--- src/rtl/filter_output_pkg.sv ---
`default_nettype none
// ============================================================================
// filter_output_pkg: shared helpers for filter output conditioning stages.
// Rev 1.0
// ============================================================================
package filter_output_pkg;

  // Wide enough for any input up to 64 bits plus the rounding carry.
  localparam int unsigned c_CALC_W = 65;

  typedef logic signed [c_CALC_W-1:0] calc_t;

  typedef struct packed {
    calc_t value;
    logic  sat;
  } rss_t;

  function automatic int unsigned fifo_addr_w(input int unsigned depth);
    return (depth > 1) ? int'($clog2(depth)) : 1;
  endfunction

  function automatic calc_t sat_max(input int unsigned out_w);
    return (calc_t'(1) <<< (out_w - 1)) - calc_t'(1);
  endfunction

  function automatic calc_t sat_min(input int unsigned out_w);
    return -(calc_t'(1) <<< (out_w - 1));
  endfunction

  // Round-half-up, arithmetic shift right, then clamp to out_w signed bits.
  function automatic rss_t round_shift_sat(input calc_t din,
                                           input int unsigned shift,
                                           input int unsigned out_w);
    calc_t sum;
    calc_t scaled;
    rss_t  res;
    sum    = din + ((shift > 0) ? (calc_t'(1) <<< (shift - 1)) : calc_t'(0));
    scaled = sum >>> shift;
    res.sat = 1'b1;
    if (scaled > sat_max(out_w)) begin
      res.value = sat_max(out_w);
    end else if (scaled < sat_min(out_w)) begin
      res.value = sat_min(out_w);
    end else begin
      res.value = scaled;
      res.sat   = 1'b0;
    end
    return res;
  endfunction

endpackage
`default_nettype wire

--- src/rtl/sync_fifo.sv ---
`default_nettype none
// ============================================================================
// sync_fifo: single-clock FIFO with occupancy output and registered pointers.
// Rev 1.0
// ============================================================================
module sync_fifo
  import filter_output_pkg::*;
#(
  parameter int WIDTH = 8,
  parameter int DEPTH = 8
) (
  input  logic                     clk,
  input  logic                     rst,
  input  logic                     i_wr_en,
  input  logic [WIDTH-1:0]         i_wr_data,
  input  logic                     i_rd_en,
  output logic [WIDTH-1:0]         o_rd_data,
  output logic                     o_empty,
  output logic [$clog2(DEPTH):0]   o_level
);

  localparam int c_AW = int'(fifo_addr_w(DEPTH));
  localparam logic [c_AW:0] c_FULL = DEPTH[c_AW:0];

  logic [WIDTH-1:0] r_mem [DEPTH];
  logic [c_AW-1:0]  r_wr_ptr;
  logic [c_AW-1:0]  r_rd_ptr;
  logic [c_AW:0]    r_level;
  logic             w_wr;
  logic             w_rd;

  assign o_empty = (r_level == '0);
  assign w_rd    = i_rd_en && !o_empty;
  assign w_wr    = i_wr_en && (r_level != c_FULL);

  always_ff @(posedge clk or posedge rst) begin
    if (rst) begin
      r_wr_ptr <= '0;
      r_rd_ptr <= '0;
      r_level  <= '0;
    end else begin
      if (w_wr) r_wr_ptr <= r_wr_ptr + c_AW'(1);
      if (w_rd) r_rd_ptr <= r_rd_ptr + c_AW'(1);
      case ({w_wr, w_rd})
        2'b10:   r_level <= r_level + (c_AW+1)'(1);
        2'b01:   r_level <= r_level - (c_AW+1)'(1);
        default: r_level <= r_level;
      endcase
    end
  end

  always_ff @(posedge clk) begin
    if (w_wr) r_mem[r_wr_ptr] <= i_wr_data;
  end

  // Head is masked while empty so stale entries never appear on the bus.
  assign o_rd_data = o_empty ? '0 : r_mem[r_rd_ptr];
  assign o_level   = r_level;

endmodule
`default_nettype wire

--- src/rtl/filter_output_conditioner.sv ---
`default_nettype none
// ============================================================================
// filter_output_conditioner: round/scale/saturate stage plus output FIFO.
// FILTER_OUTPUT_CONDITIONER_SAT_COUNT_EN builds the saturation counter. Rev 1.0
// ============================================================================
module filter_output_conditioner
  import filter_output_pkg::*;
#(
  parameter int DATA_IN_WIDTH   = 16,
  parameter int DATA_OUT_WIDTH  = 12,
  parameter int SHIFT           = 4,
  parameter int FIFO_DEPTH      = 8,
  parameter int SAT_COUNT_WIDTH = 16
) (
  input  logic                              clock,
  input  logic                              reset,
  input  logic                              data_in_tvalid,
  output logic                              data_in_tready,
  input  logic signed [DATA_IN_WIDTH-1:0]   data_in_tdata,
  input  logic                              data_in_tlast,
  output logic                              data_out_tvalid,
  input  logic                              data_out_tready,
  output logic signed [DATA_OUT_WIDTH-1:0]  data_out_tdata,
  output logic                              data_out_tlast,
  output logic [$clog2(FIFO_DEPTH):0]       fifo_level,
  input  logic                              sat_count_clear,
  output logic [SAT_COUNT_WIDTH-1:0]        sat_count
);

  localparam int c_LVL_W   = $clog2(FIFO_DEPTH) + 1;
  localparam int c_CMP_W   = c_LVL_W + 1;
  localparam int c_ENTRY_W = DATA_OUT_WIDTH + 1;

  rss_t                             w_rss;
  logic                             w_in_hs;
  logic                             r_s1_valid;
  logic signed [DATA_OUT_WIDTH-1:0] r_s1_data;
  logic                             r_s1_last;
  logic [c_ENTRY_W-1:0]             w_fifo_rd_data;
  logic                             w_fifo_empty;
  logic                             w_unused_hi;

  assign w_rss   = round_shift_sat(calc_t'(data_in_tdata), SHIFT, DATA_OUT_WIDTH);
  assign w_in_hs = data_in_tvalid && data_in_tready;

  // Stage 1 is counted as occupied so a full FIFO can always absorb it.
  assign data_in_tready = !reset &&
    (({1'b0, fifo_level} + c_CMP_W'(r_s1_valid)) < c_CMP_W'(FIFO_DEPTH));

  always_ff @(posedge clock or posedge reset) begin
    if (reset) begin
      r_s1_valid <= 1'b0;
      r_s1_data  <= '0;
      r_s1_last  <= 1'b0;
    end else begin
      r_s1_valid <= w_in_hs;
      if (w_in_hs) begin
        r_s1_data <= w_rss.value[DATA_OUT_WIDTH-1:0];
        r_s1_last <= data_in_tlast;
      end
    end
  end

  sync_fifo #(
    .WIDTH (c_ENTRY_W),
    .DEPTH (FIFO_DEPTH)
  ) u_fifo (
    .clk       (clock),
    .rst       (reset),
    .i_wr_en   (r_s1_valid),
    .i_wr_data ({r_s1_last, r_s1_data}),
    .i_rd_en   (data_out_tready),
    .o_rd_data (w_fifo_rd_data),
    .o_empty   (w_fifo_empty),
    .o_level   (fifo_level)
  );

  assign data_out_tvalid = !w_fifo_empty;
  assign data_out_tdata  = w_fifo_rd_data[DATA_OUT_WIDTH-1:0];
  assign data_out_tlast  = w_fifo_rd_data[DATA_OUT_WIDTH];

`ifdef FILTER_OUTPUT_CONDITIONER_SAT_COUNT_EN
  logic                       r_s1_sat;
  logic                       w_sat_wr;
  logic [SAT_COUNT_WIDTH-1:0] r_sat_count;

  always_ff @(posedge clock or posedge reset) begin
    if (reset) begin
      r_s1_sat <= 1'b0;
    end else if (w_in_hs) begin
      r_s1_sat <= w_rss.sat;
    end
  end

  assign w_sat_wr = r_s1_valid && r_s1_sat;

  // Clear wins, but a saturated write on the same edge still counts once.
  always_ff @(posedge clock or posedge reset) begin
    if (reset) begin
      r_sat_count <= '0;
    end else if (sat_count_clear) begin
      r_sat_count <= SAT_COUNT_WIDTH'(w_sat_wr);
    end else if (w_sat_wr && !(&r_sat_count)) begin
      r_sat_count <= r_sat_count + SAT_COUNT_WIDTH'(1);
    end
  end

  assign sat_count   = r_sat_count;
  assign w_unused_hi = ^w_rss.value[c_CALC_W-1:DATA_OUT_WIDTH];
`else
  assign sat_count   = '0;
  assign w_unused_hi = ^{w_rss.value[c_CALC_W-1:DATA_OUT_WIDTH], w_rss.sat, sat_count_clear};
`endif

endmodule
`default_nettype wire
--- config.mk ---
export PLATFORM = sky130hd
export DESIGN_NAME = filter_output_conditioner
export DESIGN_NICKNAME = d
export VERILOG_FILES = /design/src/rtl/filter_output_pkg.sv /design/src/rtl/sync_fifo.sv /design/src/rtl/filter_output_conditioner.sv
export SDC_FILE = /design/constraint.sdc
export NUM_CORES = 1
export LEC_CHECK = 0
export ABC_AREA = 1
export BUFFER_PORTS_ARGS = -buffer_cell sky130_fd_sc_hd__buf_2
export CAP_MARGIN = 0
export CORE_AREA = 4 4 120 122
export DETAILED_ROUTE_END_ITERATION = 16
export DIE_AREA = 0 0 124 126
export PLACE_DENSITY = 0.66
export SLEW_MARGIN = 5
export SYNTH_ARGS = -nofsm -noshare
export SYNTH_HDL_FRONTEND = slang
export SYNTH_HIERARCHICAL = 1
export SYNTH_SLANG_ARGS = --single-unit
--- constraint.sdc ---
create_clock -name clock -period 5.7 [get_ports clock]
set_input_delay 0.57 -clock clock [delete_from_list [all_inputs] [get_ports clock]]
set_output_delay 0.57 -clock clock [all_outputs]
set_load 0.05 [all_outputs]
* Yosys cells after proc, flatten, opt, wreduce, memory -nomap -nowiden
Memories as Yosys holds them, arrays and structs flattened. Index checks and enable logic that the tools add are counted.
Cells by class: magnitude comparators 3, multiplexer cells 6, eq/ne operators 3, add/sub/neg operators 6, reductions and logical operators 8
Operators with widths (count):
- $mux W12 | 2
- $add A16 B5 Y17 const B | 1
- $gt A13 B12 Y1 const B | 1
- $lt A13 B12 Y1 const B | 1
- $mux W13 | 1
- $pmux W4 S2 | 1
- $add A3 B1 Y3 const B | 2
- $add A4 B1 Y5 | 1
- $lt A5 B4 Y1 const B | 1
- $add A4 B1 Y4 const B | 1
- $logic_and A1 B1 Y1 | 4
- $logic_not A4 Y1 | 1
- $ne A4 B4 Y1 const B | 1
- $sub A4 B1 Y4 const B | 1
- $eq A2 B1 Y1 const B | 1
- $eq A2 B2 Y1 const B | 1
- $logic_not A1 Y1 | 2
- $mux W1 | 2
- $reduce_bool A2 Y1 | 1
Storage, ports and cells: logic and storage cells 33, input port bits 22, output and inout port bits 35, memories kept 1, register bits 24, bits in writable memories 104
Memories:
- u_fifo.r_mem | words 8, bits a word 13, read ports 1, clocked after memory_dff 0, write ports 1, line sync_fifo.sv:25 | logic [WIDTH-1:0] r_mem [DEPTH];

* Logic depth before layout (Yosys ltp)
Gate-level depths: netlist of run 1.
depth in word-level cells 5, mapped depth 13, depth with buffers taken out 13

* By module
The synthesis of run 1 kept the hierarchy.
Modules (own cells, without submodules):
- sync_fifo | cells each 389, sequential area each 3373.2 sq um, instances 1, area an instance 4768.3 sq um
- filter_output_conditioner | cells each 142, sequential area each 350.3 sq um, instances 1, area an instance 1093.5 sq um

* Least setup slack after synthesis of run 1
OpenSTA, ideal clock, no wires.
path kind reg-to-output, start register u_fifo.r_level[2], in the netlist u_fifo/o_level[2], end output port data_out_tdata[10], arrival time 1.816 ns, cell stages (with the launch flop) 6, setup slack 3.314 ns, path buffers 1, data required time 5.130 ns, cell sequence dfrtp_1 > nor2_1 > nand2_2 > buf_2 > nand2_1 > nor2_1
On the way: longest elaborated chain between the ends 2
Ends and longest elaborated chain:
- from (decl) | line sync_fifo.sv:28 | logic [c_AW:0] r_level;
- from (signal assigned) | line sync_fifo.sv:45 | 2'b10: r_level <= r_level + (c_AW+1)'(1);
- from (signal assigned) | line sync_fifo.sv:46 | 2'b01: r_level <= r_level - (c_AW+1)'(1);
- from (signal assigned) | line sync_fifo.sv:47 | default: r_level <= r_level;
- $logic_not A4 Y1 | line sync_fifo.sv:32 | assign o_empty = (r_level == '0);
- $mux W13 | line sync_fifo.sv:57 | assign o_rd_data = o_empty ? '0 : r_mem[r_rd_ptr];
- to (decl) | line filter_output_conditioner.sv:23 | output logic signed [DATA_OUT_WIDTH-1:0] data_out_tdata,
Every way passes these cells.

* Worst setup path in the final report of run 1
start register u_fifo.r_rd_ptr[1], end output port data_out_tdata[3]
On the way: longest elaborated chain between the ends 2
Ends and longest elaborated chain:
- from (decl) | line sync_fifo.sv:27 | logic [c_AW-1:0] r_rd_ptr;
- from (signal assigned) | line sync_fifo.sv:43 | if (w_rd) r_rd_ptr <= r_rd_ptr + c_AW'(1);
- $mem_v2 Z8 W13
- $mux W13 | line sync_fifo.sv:57
Every way passes these cells.

==> results of run 1 <==
==> per-layer routing <==
metal | vias up | GRT usage
met2 | 109 | 0.249
met3 | 13 | 0.0377
met4 | 0 | 0.0554
li1 | 1879 | -
met5 | - | 0
met1 | 1811 | 0.212
==> synth_stat cells <==
cell,instances,area [sq um]
nand3_1,12,60.1
o21bai_1,1,7.51
or2_1,8,50.1
nand2_2,3,18.8
a21oi_2,1,8.76
buf_6,12,135
a21boi_0,1,7.51
a31oi_1,1,6.26
o22ai_1,13,81.3
dfrtp_1,24,601
nor2_1,113,424
edfxtp_1,104,3120
conb_1,1,3.75
a21boi_2,9,101
o211ai_1,13,97.6
a21oi_1,1,5.00
clkinv_2,1,5.00
buf_12,1,20.0
ha_1,6,75.1
or2_2,6,37.5
xor2_1,6,52.6
nor2_2,8,50.1
nand4_1,4,25.0
o21ai_1,26,130
clkbuf_1,1,3.75
buf_2,6,30.0
inv_8,1,11.3
xnor2_1,6,52.6
nand2_1,69,259
o21ai_0,30,150
buf_4,18,135
inv_1,24,90.1
inv_2,1,3.75
==> through the flow <==
| stage | total power (uW) | setup WS, ns | cell area [sq um] |
|---|---|---|---|
| floorplan | 2620 | 3.31 | 5920 |
| CTS | 3930 | 2.64 | 6620 |
| finish | 3900 | 2.68 | 6630 |
| global placement | 2850 | 3.17 | 6050 |
| global route | 4140 | 2.48 | 6620 |
| detailed placement | 2900 | 3.08 | 6050 |
==> path summary, 6_finish.rpt <==
| kind | to | slack, ns | cells after the start |
|---|---|---|---|
| setup reg to reg | u_fifo/o_level[2] | 3.25 | 12 |
| hold reg to reg | u_fifo/r_wr_ptr[0] | 0.55 | 2 |
| setup / recovery | data_out_tdata[3] | 2.68 | 7 |
| min in group clock | r_s1_last | 0.37 | 3 |
| max in group asynchronous | r_s1_data[7] | 5.14 | 2 |
| hold / removal | u_fifo/o_level[2] | 0.17 | 2 |
==> sequential cells by signal (all words and copies together), names as in the netlist <==
register         count
r_s1_data           12
r_s1_last            1
r_s1_valid           1
u_fifo/o_level       4
u_fifo/r_mem       104
u_fifo/r_rd_ptr      3
u_fifo/r_wr_ptr      3
==> power by group through the flow <==
stage,registers [uW],clock network [uW],logic (uW)
3_3_place_gp,1450,0,1400
3_5_place_dp,1460,0,1430
5_1_grt,1480,1090,1570
2_1_floorplan,1420,0,1200
4_1_cts,1450,1050,1440
6_report,1450,1030,1420
==> cell type report <==
class                   instances  area, sq um
fillers                      1164         6560
flip-flops and latches        128         3720
multi-input cells             353         1770
clock buffers                  21          460
repair buffers                 42          225
well taps                     176          220
clock inverters                11          114
inverters                      27          110
diodes                          1         2.50
==> cells by family (layout without fill, tap and decap cells) <==
kind of cell	Yosys count	count (layout)	synth area share
fa+ha+maj	6	6	0.0128
compound gates	96	96	0.102
other cells	1	17	0.000640
xor+xnor	12	12	0.0179
simple gates	223	223	0.158
flops	128	128	0.635
buf+inv	65	101	0.0741
==> critical path, stage by stage, from the launching register on <==
cell and delay [ns]:
dfrtp_1 0.36, buf_4 0.26, inv_1 0.45, o21ai_0 0.19, o22ai_1 0.16, nor2_1 0.06, nor2_1 0.25, buf_2 0.31
==> summary.txt, run 1 <==
vias -> 3812
fraction of layout cells with a size suffix above 1 -> 0.182
Routed Antenna Nets -> 0
CP Launch Type -> register
RSZ-0062 raised after global routing -> no
fin crit share -> 0.531
IO buf count -> 36
cts hold-fix bufs -> 0
internal power -> 2310 uW
drt total wl -> 11800 microns
Slew Viols, Final -> 0
first-pass GRT wire length -> 18600 microns
nets@finish -> 597
P_sw -> 1590 uW
worst min-delay path class -> primary input to asynchronous set/reset pin
die area -> 0.0156 sq mm
clk_lat worst skew -> 0.40 ns
outcome -> finished clean
sequential share of the synthesized area -> 0.635
GRT Overall Usage -> 0.157
Seq pwr share -> 0.371
routed vias/inst -> 5.02
Setup CP Type -> register to output pin
WP data arrival -> 2.45 ns
Pleak -> 0.00256 uW
FF+latch count, synth -> 128
synthesized area -> 0.00586 sq mm
min cycle time layout -> 3.02 ns
Worst-Margin Slew -> 1.05 ns
Starting DRT DRC Count -> 298
IO Pins -> 57
final setup vio count -> 0
power density cells -> 589 mW/mm^2
wire length on met1 -> 5400 microns
worst r2r src -> u_fifo/o_level[0]
GPL Wtd Cong -> 0.815
Num CTS Buffers -> 17
Routed WL per cell -> 15.5 microns
final core utilization -> 0.502
htree depth -> 4
Post-CTS Setup Inserts -> 0
Area Growth Syn to Fin -> 13.0%
Syn Area/Cell -> 11.0 sq um
clk_skew -> 0.00704 ns
WHS -> 0.170 ns
largest net degree at the start of global routing -> 55
DP HPWL -> 7080 microns
CTS Buffer Depth -> 2
met3 wire length -> 566 microns
clock share of power -> 0.264
most frequent cells in the layout -> nor2_1 (109), edfxtp_1 (104), nand2_1 (69), buf_2 (36), o21ai_0 (30)
Core ar. -> 0.0132 sq mm
GRT overflow -> 0
peak supply drop -> 0.241 mV
most common cell after layout, fill and taps aside -> nor2_1
Die Ht -> 126 microns
Placed Instances -> 726
post-CTS resize count -> 0
Die X -> 124 microns
Initial DRT Pass Iterations -> 4
crit path max fanout -> 41
initial antenna violation count -> 0
Yosys warnings -> 6
DR top layer -> met4
vias in the first global route -> 3598
CP startpoint -> u_fifo/r_rd_ptr[1]
clock sinks -> 128
count of cell types in the netlist -> 33
switching fraction of total power -> 0.408
Clock transition at path regs -> 0.06 ns
final hold vios -> 0
final cell count without fillers -> 759
Max-slew headroom -> 0.302
# rows -> 42
Root Buffer -> clkbuf_16
logic gate share of total power -> 0.365
Max-Cap Viols -> 0
cell count after synthesis -> 531
post-route setup TNS -> 0 ns
Initial Util -> 0.444
CP endpoint kind -> output pin
drt drc -> 0
met2 WL post-DR -> 5630 microns
CTS tree -> built
FMAX -> 331 MHz
CP required -> 5.13 ns
Power figures use the tool's default switching activity.
==> inputs of run 2 (changes only) <==
==> constraint.sdc (replaced) <==
create_clock -name clock -period 3.1 [get_ports clock]
set_input_delay 0.31 -clock clock [delete_from_list [all_inputs] [get_ports clock]]
set_output_delay 0.31 -clock clock [all_outputs]
set_load 0.05 [all_outputs]
==> run 2 against run 1 <==
  * Sequential cell count unchanged
  * First-iteration DRC count up 19%
  * Worst setup slack worse by 2.1 ns
  * Via count up 0.66%
  * Final area up 2.0%
  * Core utilization up 1.0 points
  * Count of clock-buffer cells in the layout up 4
  * Worst hold slack worse by 0.064 ns
  * Critical endpoint is now data_out_tdata[0]
==> summary.txt, run 2 (synthesis gave the netlist of run 1 again) <==
nets@finish -> 608 (+1.8%)
Diodes inserted -> 0 (-1)
FMAX -> 393 MHz
Placed Instances -> 736 (+1.4%)
CP Launch Type -> register
power density cells -> 1100 mW/mm^2 (+87%)
Max-slew headroom -> 0.586 (+0.284)
Starting DRT DRC Count -> 355 (+19%)
Worst-Margin Slew -> 0.620 ns (-0.427 ns)
peak supply drop -> 0.467 mV (+94%)
htree depth -> 4 (unchanged)
WHS -> 0.106 ns (-0.0642 ns)
IO Pins -> 57 (unchanged)
most common cell after layout, fill and taps aside -> nor2_1
CP required -> 2.79 ns (-2.34 ns)
CP endpoint kind -> output pin
largest net degree at the start of global routing -> 54 (-1.8%)
GRT Overall Usage -> 0.164 (+0.00716)
Slew Viols, Final -> 0 (unchanged)
outcome -> finished clean
CTS tree -> built
final hold vios -> 0 (unchanged)
Max-Cap Viols -> 0 (unchanged)
Pleak -> 0.00264 uW (+3.1%)
Initial Util -> 0.444 (unchanged)
Root Buffer -> clkbuf_16
WP data arrival -> 2.23 ns (-0.22 ns)
Clock transition at path regs -> 0.05 ns (about the same)
CP startpoint -> u_fifo/r_rd_ptr[0]
worst reg2reg setup slack -> 0.67 ns (-2.58 ns)
drt drc -> 0 (unchanged)
clk_lat worst skew -> 0.41 ns (about the same)
Setup CP Type -> register to output pin
GPL Wtd Cong -> 0.830 (+1.8%)
worst min-delay path class -> primary input to register
final setup vio count -> 0 (unchanged)
Die Ht -> 126 microns (unchanged)
RSZ-0062 raised after global routing -> no
Core ar. -> 0.0132 sq mm (unchanged)
reg2reg end -> u_fifo/o_level[2]
cts hold-fix bufs -> 1 (+1)
# rows -> 42 (unchanged)
Biggest register -> u_fifo/r_mem
Area Growth Syn to Fin -> 15.3%
post-CTS resize count -> 0 (unchanged)
IO buf count -> 36 (unchanged)
routed vias/inst -> 4.99 (-0.65%)
Num CTS Buffers -> 17 (unchanged)
max reg flops -> 104 (unchanged)
die area -> 0.0156 sq mm (unchanged)
drt total wl -> 12000 microns (+2.2%)
crit path max fanout -> 23 (-44%)
FF-to-FF path depth -> 12 (unchanged)
Routed WL per cell -> 15.7 microns (+0.87%)
DP HPWL -> 7400 microns (+4.6%)
CTS Buffer Depth -> 2 (unchanged)
most frequent cells in the layout -> nor2_1 (113), edfxtp_1 (104), nand2_1 (69), buf_2 (36), o21ai_0 (30)
worst r2r src -> u_fifo/o_level[2]
clock sinks -> 128 (unchanged)
Critical Path End -> data_out_tdata[0]
Post-CTS Setup Inserts -> 0 (unchanged)
clk_skew -> 0.0116 ns (+0.00458 ns)
Routed Antenna Nets -> 0 (unchanged)
vias in the first global route -> 3873 (+7.6%)
GRT overflow -> 0 (unchanged)
initial antenna violation count -> 0 (unchanged)
fin crit share -> 0.821
first-pass GRT wire length -> 19700 microns (+5.6%)
fraction of layout cells with a size suffix above 1 -> 0.187 (+0.00505)
vias -> 3837 (+0.66%)
Die X -> 124 microns (unchanged)
final cell count without fillers -> 769 (+1.3%)
Initial DRT Pass Iterations -> 5 (+1)
post-route setup TNS -> 0 ns (unchanged)
min cycle time layout -> 2.54 ns
==> run 2: changes by cell type in the layout (fill, tap and decap cells not counted), sizes merged <==
cell,before,now
inv,27,26
buf,42,52
clkbuf,21,25
dlygate4sd3,0,1
diode,1,0
clkinv,7,4
==> run 2: area by class of cell <==
type	count	area [sq um]
Multi-Input combinational cell	353	1760
Clock inverter	7	93.8
Tap cell	176	220
Fill cell	1146	6430
Sequential cell	128	3720
Inverter	27	110
Clock buffer	25	539
Timing Repair Buffer	53	310
==> run 2: how the worst min path moves through the flow <==
stage | from | to | cells after the start
after global routing | data_in_tlast | r_s1_last | 3
after floorplan | reset | u_fifo/o_level[0] | 1
final | data_in_tlast | r_s1_last | 3
after CTS | data_in_tlast | r_s1_last | 3
after global placement | reset | u_fifo/o_level[0] | 2
after detailed placement | reset | u_fifo/r_wr_ptr[0] | 2
==> run 2: metal layers <==
layer	up-vias	GRT usage	wire (microns)
li1	1887	-	-
met1	1829	0.224	5470
met2	102	0.254	5750
met3	19	0.0413	646
met4	0	0.0606	167
met5	-	0	0
==> run 2: through the flow <==
step	util	setup WS, ns	total power, uW	instance area [sq um]
finish	0.512	0.555	7430	6760
global route	0.512	0.359	7840	6760
CTS	0.512	0.542	7470	6760
detailed placement	0.464	0.723	5390	6110
global placement	0.464	0.801	5300	6110
floorplan	-	0.881	4820	5920
==> run 2: power breakdown <==
group          total [uW]  leakage (uW)  internal, uW  switching [uW]
logic                2740       0.00112           771            1960
registers            2640       0.00121          2300             332
clock network        2060      0.000305          1370             687
total                7430       0.00264          4440            2980
==> run 2: worst max-delay path, stage by stage, from the launching register on <==
cell	delay (ns)
dfrtp_1	0.63
buf_4	0.39
nor2_1	0.09
nor2_1	0.09
o21ai_0	0.08
o211ai_1	0.11
nand2_1	0.07
nor2_1	0.09
buf_2	0.27
==> inputs of run 3 (changes only) <==
--- a/config.mk
+++ b/config.mk
@@ -11,7 +11,7 @@
 export CORE_AREA = 4 4 120 122
 export DETAILED_ROUTE_END_ITERATION = 16
 export DIE_AREA = 0 0 124 126
-export PLACE_DENSITY = 0.66
+export PLACE_DENSITY = 0.69
 export SLEW_MARGIN = 5
 export SYNTH_ARGS = -nofsm -noshare
 export SYNTH_HDL_FRONTEND = slang
==> constraint.sdc (replaced) <==
create_clock -name clock -period 2.2 [get_ports clock]
set_input_delay 0.22 -clock clock [delete_from_list [all_inputs] [get_ports clock]]
set_output_delay 0.22 -clock clock [all_outputs]
set_load 0.05 [all_outputs]
==> run 3 against run 2 <==
  * Critical path depth grew 1
  * Combinational power increased by 62%
  * Via count grew 3.0%
  * Clock power up 34%
  * First-iteration DRC count down 18%
  * Sequential cell count unchanged
  * Power rose by 46%
  * Global-route usage decreased by 0.055 points
  * Non-clock buffer count is 8 higher
  * Routed wire length is 6.9% higher
  * Register-to-register slack worse by 0.45 ns
  * Core utilization grew 1.3 points
==> summary.txt, run 3 (synthesis gave the netlist of run 1 again) <==
IO buf count -> 36 (unchanged)
Final WS setup -> 0.0623 ns (-0.493 ns)
Die Ht -> 126 microns (unchanged)
Max-slew headroom -> 0.640 (+0.0539)
worst min-delay path class -> primary input to register
Overall Power -> 10900 uW (+46%)
Starting DRT DRC Count -> 292 (-18%)
largest net degree at the start of global routing -> 54 (unchanged)
power density cells -> 1570 mW/mm^2 (+43%)
Root Buffer -> clkbuf_16
# rows -> 42 (unchanged)
Clock transition at path regs -> 0.06 ns (about the same)
Pleak -> 0.00268 uW (+1.8%)
busiest layer in global routing -> met2
clock share of power -> 0.255 (-0.022)
Routed Antenna Nets -> 0 (unchanged)
Core ar. -> 0.0132 sq mm (unchanged)
Diodes inserted -> 0 (unchanged)
global routing usage on met3 -> 0.0381 (-0.00314)
FMAX -> 468 MHz
logic gate share of total power -> 0.408 (+0.040)
Placed Instances -> 739 (+0.41%)
post-route setup TNS -> 0 ns (unchanged)
Placement Setup Slack -> 0.187 ns (-0.536 ns)
critical path's slowest cell -> dfrtp_4
DP HPWL -> 7410 microns (+0.15%)
die area -> 0.0156 sq mm (unchanged)
most frequent cells in the layout -> nor2_1 (110), edfxtp_1 (104), nand2_1 (69), o21ai_0 (29), buf_2 (28)
fillers -> 1120 (-2.3%)
CP Launch Type -> register
initial antenna violation count -> 1 (+1)
Slew Viols, Final -> 0 (unchanged)
switching fraction of total power -> 0.410 (+0.00786)
outcome -> finished clean
CP required -> 1.98 ns (-0.81 ns)
RSZ-0062 raised after global routing -> yes
CP endpoint kind -> output pin
routed vias/inst -> 5.08 (+1.8%)
max reg flops -> 104 (unchanged)
CP bufs+invs -> 3 (+1)
GRT overflow -> 0 (unchanged)
final cell count without fillers -> 778 (+1.2%)
vias in the first global route -> 3853 (-0.52%)
GR Layer Usage met1 -> 0.217 (-0.00746)
IO Pins -> 57 (unchanged)
GPL Wtd Cong -> 0.818 (-1.5%)
WP data arrival -> 1.92 ns (-0.31 ns)
Routed WL per cell -> 16.5 microns (+5.7%)
most frequent cell on the critical path -> nor2_1
final setup vio count -> 0 (unchanged)
Top delay family on crit path -> flip-flops
htree depth -> 4 (unchanged)
fin crit share -> 0.972
Max-Cap Viols -> 0 (unchanged)
Seq pwr share -> 0.338 (-0.017)
vias -> 3952 (+3.0%)
peak supply drop -> 0.625 mV (+34%)
internal power -> 6420 uW (+44%)
Biggest register -> u_fifo/r_mem
final hold vios -> 0 (unchanged)
GRT Overall Usage -> 0.164 (-0.000554)
GR Util met2 -> 0.264 (+0.00955)
CP max stage delay -> 0.51 ns (-0.12 ns)
Setup CP Type -> register to output pin
fraction of layout cells with a size suffix above 1 -> 0.214 (+0.0271)
Initial DRT Pass Iterations -> 5 (unchanged)
P_sw -> 4450 uW (+49%)
nets@finish -> 617 (+1.5%)
CTS tree -> built
Num CTS Buffers -> 17 (unchanged)
drt drc -> 0 (unchanged)
Die X -> 124 microns (unchanged)
first-pass GRT wire length -> 19500 microns (-0.56%)
Initial Util -> 0.444 (unchanged)
crit path max fanout -> 7 (-70%)
CTS Buffer Depth -> 2 (unchanged)
Area Growth Syn to Fin -> 18.1%
final core utilization -> 0.525 (+0.0125)
clk_skew -> 0.0147 ns (+0.00305 ns)
drt total wl -> 12900 microns (+6.9%)
Worst-Margin Slew -> 0.539 ns (-0.0808 ns)
clk_lat worst skew -> 0.41 ns (about the same)
CP cell instances -> buf_4 > clkbuf_16 > nor2_1 > nor2_1 > o21ai_1 > o211ai_1 > nand2_1 > nor2_1 > buf_4
most common cell after layout, fill and taps aside -> nor2_1
clock sinks -> 128 (unchanged)
min cycle time layout -> 2.14 ns
[run 3: changes by cell type in the layout (fill, tap and decap cells not counted), sizes merged]
cell and change:
clkbuf -4, clkinvlp +5, buf +5, inv +3
[run 3: area by class of cell]
| class | instances | area [sq um] | area share |
|---|---|---|---|
| Timing Repair inverter | 1 | 11.3 | 0.00163 |
| Timing Repair Buffer | 61 | 465 | 0.0672 |
| Inverter | 27 | 133 | 0.0192 |
| Sequential cell | 128 | 3730 | 0.539 |
| Multi-Input combinational cell | 353 | 1770 | 0.255 |
| Clock buffer | 18 | 439 | 0.0634 |
| Tap cell | 176 | 220 | 0.0318 |
| Clock inverter | 14 | 158 | 0.0228 |
[run 3: power by group through the flow]
stage          clock, uW  combinational [uW]  sequential, uW
2_1_floorplan          0                3100            3690
3_3_place_gp           0                3860            3660
3_5_place_dp           0                3930            3710
4_1_cts             2790                4030            3680
5_1_grt             2920                4800            3740
6_report            2770                4430            3670
[run 3: stage by stage]
step | area (sq um) | hold WS (ns)
2_1_floorplan | 5920 | 0.0602
3_3_place_gp | 6150 | 0.252
3_5_place_dp | 6150 | 0.263
4_1_cts | 6770 | 0.00223
5_1_grt | 6920 | 0.0132
6_report | 6920 | 0.0231
[run 3: timing repair]
item / CTS / global route
buffers inserted: 0 / 3
resized for setup: 6 / 21
cloned: 0 / 3
pin swaps: 0 / 4
endpoints found under the setup margin: 10 / 12
endpoints found under the hold margin: 24 / 0
hold buffers: 1 / 0
[run 3: routing by layer]
metal | vias up | wire length (microns)
met5 | - | 0
met2 | 164 | 6320
li1 | 1897 | -
met4 | 0 | 165
met3 | 11 | 920
met1 | 1880 | 5460
[run 3: worst register-to-register path, stage by stage, from the launching register on]
cell     delay (ns)
dfrtp_2        0.44
nor2_1         0.12
nand2_2        0.08
nand2_1        0.11
inv_2          0.08
ha_1           0.22
nand2_1        0.08
inv_1          0.05
nor2_2         0.10
ha_1           0.15
a21oi_1        0.04
or2_2          0.29
a31oi_1        0.14
[run 3: path summary, 6_finish.rpt]
path | startpoint | end | slack, ns | cells after the start
min | data_in_tlast | r_s1_last | 0.02 | 3
max | u_fifo/r_rd_ptr[0] | data_out_tdata[6] | 0.06 | 9
min reg2reg | u_fifo/r_wr_ptr[0] | u_fifo/r_wr_ptr[0] | 0.54 | 2
min in group asynchronous | reset | u_fifo/r_wr_ptr[1] | 0.38 | 3
max in group asynchronous | reset | r_s1_valid | 1.43 | 3
max reg2reg | u_fifo/o_level[3] | u_fifo/o_level[2] | 0.22 | 12
